===== src/rtl/instr_asm_pkg.sv =====
// Shared types and helpers for the instruction assembler: FSM state,
// counter width and byte-to-lane mapping.
package instr_asm_pkg;

    typedef enum logic {
        FILL = 1'b0,
        FULL = 1'b1
    } state_e;

    // Counter must represent 0..n inclusive, so it needs clog2(n+1) bits.
    function automatic int cnt_w(input int n);
        return $clog2(n + 1);
    endfunction

    function automatic int lane_sel(input int count, input int num_bytes, input int big_endian);
        return (big_endian != 0) ? (num_bytes - 1 - count) : count;
    endfunction

endpackage


===== src/rtl/instr_assembler_if.sv =====
// Byte-in / instruction-out bundle between memory data path, assembler and control FSM.
interface instr_assembler_if #(
    parameter int BYTE_W    = 8,
    parameter int NUM_BYTES = 4
);
    import instr_asm_pkg::*;

    localparam int CNT_W = cnt_w(NUM_BYTES);

    logic [BYTE_W-1:0]           byteIn;
    logic                        byteValid;
    logic                        byteReady;
    logic                        flush;
    logic                        instrAck;
    logic                        instrValid;
    logic [BYTE_W*NUM_BYTES-1:0] Instr;
    logic [CNT_W-1:0]            byteCount;

    modport master (
        output byteIn, byteValid, flush, instrAck,
        input  byteReady, instrValid, Instr, byteCount
    );

    modport slave (
        input  byteIn, byteValid, flush, instrAck,
        output byteReady, instrValid, Instr, byteCount
    );

endinterface


===== src/rtl/instr_byte_lane.sv =====
// One byte lane of the instruction register: write-enabled hold register
// with asynchronous clear.
module instr_byte_lane #(
    parameter int BYTE_W = 8
) (
    input  logic              clock,
    input  logic              reset,
    input  logic              we_i,
    input  logic [BYTE_W-1:0] d_i,
    output logic [BYTE_W-1:0] q_o
);

    logic [BYTE_W-1:0] lane_q;

    always_ff @(posedge clock or posedge reset) begin
        if (reset) begin
            lane_q <= '0;
        end else if (we_i) begin
            lane_q <= d_i;
        end
    end

    assign q_o = lane_q;

endmodule


===== src/rtl/instr_assembler.sv =====
// Assembles NUM_BYTES sequential bytes into one instruction word and holds
// it until the control FSM acknowledges it.
module instr_assembler
    import instr_asm_pkg::*;
#(
    parameter int BYTE_W     = 8,
    parameter int NUM_BYTES  = 4,
    parameter int BIG_ENDIAN = 1
) (
    input  logic             clock,
    input  logic             reset,
    instr_assembler_if.slave bus
);

    localparam int CNT_W = cnt_w(NUM_BYTES);

    state_e                      state_q;
    logic [CNT_W-1:0]            cnt_q;
    logic [CNT_W-1:0]            cnt_d;
    logic                        vld_q;
    logic                        accept;
    logic [NUM_BYTES-1:0]        lane_we;
    logic [BYTE_W*NUM_BYTES-1:0] instr_w;

    assign bus.byteReady = (state_q == FILL) && !bus.flush;
    assign accept        = bus.byteValid && bus.byteReady;
    assign cnt_d         = cnt_q + CNT_W'(1);

    // flush outranks both accept and ack; FULL only leaves through ack or flush.
    always_ff @(posedge clock or posedge reset) begin
        if (reset) begin
            state_q <= FILL;
            cnt_q   <= '0;
            vld_q   <= 1'b0;
        end else if (bus.flush) begin
            state_q <= FILL;
            cnt_q   <= '0;
            vld_q   <= 1'b0;
        end else begin
            case (state_q)
                FILL: begin
                    if (accept) begin
                        cnt_q <= cnt_d;
                        if (cnt_q == CNT_W'(NUM_BYTES - 1)) begin
                            state_q <= FULL;
                            vld_q   <= 1'b1;
                        end
                    end
                end
                FULL: begin
                    if (bus.instrAck) begin
                        state_q <= FILL;
                        cnt_q   <= '0;
                        vld_q   <= 1'b0;
                    end
                end
                default: begin
                    state_q <= FILL;
                    cnt_q   <= '0;
                    vld_q   <= 1'b0;
                end
            endcase
        end
    end

    for (genvar i = 0; i < NUM_BYTES; i++) begin : g_lane
        assign lane_we[i] = accept && (lane_sel(int'(cnt_q), NUM_BYTES, BIG_ENDIAN) == i);

        instr_byte_lane #(
            .BYTE_W (BYTE_W)
        ) u_lane (
            .clock (clock),
            .reset (reset),
            .we_i  (lane_we[i]),
            .d_i   (bus.byteIn),
            .q_o   (instr_w[i*BYTE_W +: BYTE_W])
        );
    end

    assign bus.Instr      = instr_w;
    assign bus.instrValid = vld_q;
    assign bus.byteCount  = cnt_q;

endmodule


===== src/flat_wrapper.sv =====
// flat-port wrapper written by rule: the top's interface ports become plain ports
module instr_assembler_flat import instr_asm_pkg::*;
#(
    parameter int BYTE_W     = 8,
    parameter int NUM_BYTES  = 4,
    parameter int BIG_ENDIAN = 1
)
  (clock, reset, bus_byteIn, bus_byteValid, bus_flush, bus_instrAck, bus_byteReady, bus_instrValid, bus_Instr, bus_byteCount);
  instr_assembler_if #(.BYTE_W(BYTE_W), .NUM_BYTES(NUM_BYTES)) bus_i ();
  input  logic clock;
  input  logic reset;
  input wire logic [$bits(bus_i.byteIn)-1:0] bus_byteIn;
  input wire logic [$bits(bus_i.byteValid)-1:0] bus_byteValid;
  input wire logic [$bits(bus_i.flush)-1:0] bus_flush;
  input wire logic [$bits(bus_i.instrAck)-1:0] bus_instrAck;
  output wire logic [$bits(bus_i.byteReady)-1:0] bus_byteReady;
  output wire logic [$bits(bus_i.instrValid)-1:0] bus_instrValid;
  output wire logic [$bits(bus_i.Instr)-1:0] bus_Instr;
  output wire logic [$bits(bus_i.byteCount)-1:0] bus_byteCount;
  assign bus_i.byteIn = bus_byteIn;
  assign bus_i.byteValid = bus_byteValid;
  assign bus_i.flush = bus_flush;
  assign bus_i.instrAck = bus_instrAck;
  assign bus_byteReady = bus_i.byteReady;
  assign bus_instrValid = bus_i.instrValid;
  assign bus_Instr = bus_i.Instr;
  assign bus_byteCount = bus_i.byteCount;
  instr_assembler #(.BYTE_W(BYTE_W), .NUM_BYTES(NUM_BYTES), .BIG_ENDIAN(BIG_ENDIAN)) u_core (.clock(clock), .reset(reset), .bus(bus_i));
endmodule

===== config.mk =====
export PLATFORM = sky130hd
export DESIGN_NAME = instr_assembler_flat
export DESIGN_NICKNAME = d
export VERILOG_FILES = /design/src/rtl/instr_asm_pkg.sv /design/src/rtl/instr_assembler_if.sv /design/src/rtl/instr_byte_lane.sv /design/src/rtl/instr_assembler.sv /design/src/flat_wrapper.sv
export SDC_FILE = /design/constraint.sdc
export NUM_CORES = 1
export LEC_CHECK = 0
export ABC_CLOCK_PERIOD_IN_PS = 3240
export BUFFER_PORTS_ARGS = -buffer_cell sky130_fd_sc_hd__buf_2
export CORE_ASPECT_RATIO = 1.1
export CORE_MARGIN = 4
export CORE_UTILIZATION = 53
export CTS_CLUSTER_SIZE = 16
export DETAILED_ROUTE_END_ITERATION = 10
export PLACE_DENSITY = 0.85
export SYNTH_ARGS = -nofsm -noshare
export SYNTH_HDL_FRONTEND = slang
export SYNTH_SLANG_ARGS = --single-unit

===== constraint.sdc =====
create_clock -name clock -period 3.24 [get_ports clock]
set_input_delay 0.648 -clock clock [delete_from_list [all_inputs] [get_ports clock]]
set_output_delay 0.648 -clock clock [all_outputs]
set_load 0.05 [all_outputs]

# After elaboration in Yosys (flattened, before gate mapping)
# Index checks and enable logic that the tools add are counted.
[op_classes]
n_bitwise = 1
n_mux = 14
n_reduce_logical = 10
eq_ne = 7
addsub = 2
[ops]
columns = ["op", "count"]
rows = [
  ["32-bit by 3-bit == test with 1-bit output, second input constant", 2],
  ["32-bit by 2-bit == test with 1-bit output, second input constant", 1],
  ["32-bit zero test", 1],
  ["3-bit 2-to-1 mux", 3],
  ["1-bit 2-to-1 mux", 8],
  ["1-bit logical AND", 6],
  ["3-bit inequality test, second input constant", 2],
  ["3-bit case mux with 2 select lines", 1],
  ["1-bit case mux with 2 select lines", 2],
  ["2-bit by 3-bit subtractor with 4-bit output, first input constant", 1],
  ["3-bit by 1-bit adder with 3-bit output, second input constant", 1],
  ["3-bit by 2-bit == test with 1-bit output, second input constant", 1],
  ["3-bit by 2-bit inequality test with 1-bit output, second input constant", 1],
  ["3-bit AND reduction", 1],
  ["2-bit AND reduction", 1],
  ["1-bit zero test", 1],
  ["1-bit inverter", 1],
]
[totals]
reg_bits = 37
inputBits = 13

# Logic depth before layout (Yosys ltp)
[depth]
depth_word = 6
ltp_mapped = 6
mapped_depth_nobuf = 5

# Cells and area by module
# A second synthesis with hierarchy kept.
[unflattened]
hier_cells = 106
area_unflattened_um2 = 1695.4
[by_module_without_submodules]
columns = ["module", "area_each_um2", "cells_per_inst", "instances", "seq_area_each_um2"]
rows = [
  ["instr_byte_lane", 335.3, 18, 4, 200.2],
  ["instr_assembler", 354.1, 34, 1, 125.1],
]

# Worst setup path before layout
# No wires, ideal clock.
[synth_path]
kind = "input port to output port"
from = "in bus_flush"
to = "out bus_byteReady"
stages = 2
slack_ns = 1.114
arrival_ns = 1.478
cell_sequence = "clkbuf_2 nor2_1"
[synth_via]
elab_chain_cells = 2
[synth_rtl]
columns = ["item", "line", "text"]
rows = [
  ["start, declared", "flat_wrapper.sv:14", "input wire logic [$bits(bus_i.flush)-1:0] bus_flush;"],
  ["1-bit zero test", "instr_assembler.sv:25", "assign bus.byteReady = (state_q == FILL) && !bus.flush;"],
  ["1-bit logical AND", "instr_assembler.sv:25", ""],
  ["end, declared", "flat_wrapper.sv:16", "output wire logic [$bits(bus_i.byteReady)-1:0] bus_byteReady;"],
]
# Every way passes these cells.

# Final worst setup path
[layout_path]
from = "reg u_core.state_q"
to = "out bus_byteReady"
[layout_via]
elab_chain_cells = 2
[layout_rtl]
columns = ["item", "line", "text"]
rows = [
  ["start, declared", "instr_assembler.sv:17", "state_e state_q;"],
  ["start signal, assigned", "instr_assembler.sv:32", "state_q <= FILL;"],
  ["start signal, assigned", "instr_assembler.sv:36", "state_q <= FILL;"],
  ["start signal, assigned", "instr_assembler.sv:45", "state_q <= FULL;"],
  ["1-bit inverter", "instr_assembler.sv:25", ""],
  ["1-bit logical AND", "instr_assembler.sv:25", ""],
]
# Every way passes these cells.

==> metrics <==
r2r setup slk between 1.5 and 2 ns; CTS H-tree depth 2; Internal ~920 uW; share of cells above drive strength 1 between 50% and 60%; Yosys top cell area share approximately three fifths; met3 Use GR 7.27%; maximum net fanout on the critical path 8; critical path startpoint category flop; Antenna diodes 0; Flop pwr share around 39%; Setup violations, final 0; worst r2r src u_core.bus.byteCount[1]; gr ovfl total 0; Area Overhead vs Synth 25.0%; first-pass GRT wire length 5430 um; Req. time, crit path 2.59 ns; Mean Syn Cell Area 14.9 sq um; RSZ-0062 raised after global routing false; Root Buffer clkbuf_4; post-synthesis sequential area ratio between 60% and 70%; DR WL/cell 16.1 um; clock latency on the worst-skew pair between 0.3 and 0.4 ns; kind of critical path flop to output pin; setup TNS 0 ns; status completed; largest cells by area after synthesis dfrtp_1 (61%), mux2_2 (23%), ha_1 (4.1%), nor4b_4 (1.6%), nor2_1 (1.5%); met2 Resource Use GR a little under a third; Cell Area, Synth 1520 sq um; IO Port Bufs 49; die area between 3000 and 4000 sq um; drt pass-1 iters 2; max-slew violations 0; initial DRC count 39; number of global-route vias before repair around 1,100; critical path arrival approximately 1.2 ns; syn_nets 120; pin count of the biggest net entering global routing 38; Yosys cell types 20; Top-Level Pins 50; post-CTS setup repair buffer count 0; number of synthesized register bits 37; post-DP HPWL about 2300 um; Syn. warnings 0; initial antenna violation count 0; row count 20; setup slack after layout ~1.4 ns; ratio of final minimum period to clock period around 58%; cells on worst reg2reg path 5; switch share between 40% and 50%; TritonCTS Sinks 37; Routed Antenna Nets 0; Least-Margin Pin Slew roughly 0.45 ns; # DRC 0; die height between 60 and 70 um; post-CTS sizing 0; clock-pin slew on the worst setup and hold paths 0.11 ns; reg2reg end u_core.g_lane[0].u_lane.q_o[6]; Post-Place Setup Slack between 1 and 1.5 ns; nets between 150 and 200; Die X between 50 and 60 um; global placer's final weighted congestion slightly above 0.7; vias 1,013; total CTS buffers 5; maxcap violations 0; Peak Freq 533 MHz; Leak 0.000984 uW; Total GRT Usage between 10% and 20%; CTS tree done; Slew HR 70.0%; VDD IR max approximately 0.00057 V; cell taking the most area after synthesis dfrtp_1; GR peak layer met2; fin crit period around 1.9 ns; power share of the clock group between 20% and 30%; hold-fix buffer count after cts 0; Min-Delay Path Class input pin to async pin; Routed WL 3070 um; Fin. Hold Viols 0; Mapped Cells 102; Power Dens Cells about 840 nW/um^2; Starting Density about 55%; total core area approximately 2800 sq um; skew final 0.00634 ns; layout filler cell count 220; DR vias/cell ~5.3; clock buffer depth 2; Sw Pwr 684 uW; share of total power in combinational logic 40.8%; Critical Path Sink Type output pin; GR Util met1 between 20% and 30%
cell usage after synthesis:
cell       count
buf_2          1
nand2_1        1
nand2b_1       1
clkbuf_2       1
nor2_1         6
nor2b_1        1
a211oi_1       1
mux2_2        31
a22oi_1        2
clkbuf_1       1
dfrtp_1       37
nor4b_4        1
mux2i_1        1
ha_1           5
nor4bb_1       1
a2bb2oi_1      1
inv_1          5
a21oi_1        1
mux2_1         1
nand2_2        3
power groups by stage:
stage / Combinational, uW / Sequential [uW] / Clock, uW
floorplan: 121 / 1010 / 0
global placement: 646 / 626 / 0
detailed placement: 659 / 630 / 0
CTS: 660 / 622 / 337
global route: 684 / 637 / 366
finish: 652 / 621 / 327
flip-flops by register name, summed over array words and instances, names as in the netlist:
signal and cells:
u_core.bus.instrValid 1, u_core.state_q 1, u_core.g_lane.u_lane.q_o 32, u_core.bus.byteCount 3
cell type report:
type | instances | area (sq um) | share of cell area (%)
timing repair buffer | 51 | 260 | 13.7
clock inverter | 1 | 30.0 | 1.58
sequential | 37 | 926 | 48.8
inverter | 5 | 18.8 | 0.989
tap | 33 | 41.3 | 2.18
clock buffer | 7 | 55.1 | 2.90
multi-input combinational | 57 | 567 | 29.9
placed cells by master (no fill, tap or decap), drive strengths merged, types with 2 or more instances in the layout:
| cell | netlist | final |
|---|---|---|
| inv | 5 | 5 |
| clkbuf | 2 | 7 |
| nand2 | 4 | 4 |
| ha | 5 | 5 |
| mux2 | 32 | 32 |
| dfrtp | 37 | 37 |
| buf | 1 | 51 |
| a22oi | 2 | 2 |
| nor2 | 6 | 6 |
cell families after synthesis:
kind of cell             after synthesis  share of synthesized area, %
flip-flops                            37                          61.0
adder cells (fa/ha/maj)                5                          4.12
AO/OA/AOI/OAI                          5                          2.39
multiplexers                          33                          24.4
AND/OR/NAND/NOR                       14                          6.01
buffers and inverters                  8                          2.14
worst max-delay path by stage:
stage              startpoint                             end  slack (ns)  cells past startpoint
6_report       u_core.state_q                   bus_byteReady        1.36                      2
3_3_place_gp        bus_flush                   bus_byteReady        1.41                      3
2_1_floorplan       bus_flush                   bus_byteReady        1.11                      2
3_5_place_dp        bus_flush  u_core.g_lane[3].u_lane.q_o[7]        1.36                      4
4_1_cts        u_core.state_q                   bus_byteReady        1.35                      2
5_1_grt        u_core.state_q                   bus_byteReady        1.29                      2
layer usage:
| layer | wire length (um) | up-vias | share of wire (%) |
|---|---|---|---|
| met3 | 268 | 4 | 8.7 |
| li1 | - | 466 | - |
| met1 | 1160 | 502 | 38 |
| met5 | 0 | - | 0 |
| met2 | 1610 | 41 | 52 |
| met4 | 38 | 0 | 1.2 |
critical path: stages (launching register included):
cell     delay, ns
dfrtp_1       0.51
nor2_1        0.12
buf_2         0.27
per-stage QoR:
step | cell area, sq um | utilization (%) | total power, uW | cells | hold slack, ns
floorplan | 1520 | - | 1130 | 102 | 0.752
global placement | 1810 | 65.9 | 1270 | 183 | 0.484
detailed placement | 1810 | 65.9 | 1290 | 183 | 0.488
CTS | 1900 | 69.0 | 1620 | 191 | 0.398
global route | 1900 | 69.0 | 1690 | 191 | 0.414
finish | 1900 | 69.0 | 1600 | 191 | 0.396
Power figures use the tool's default switching activity.
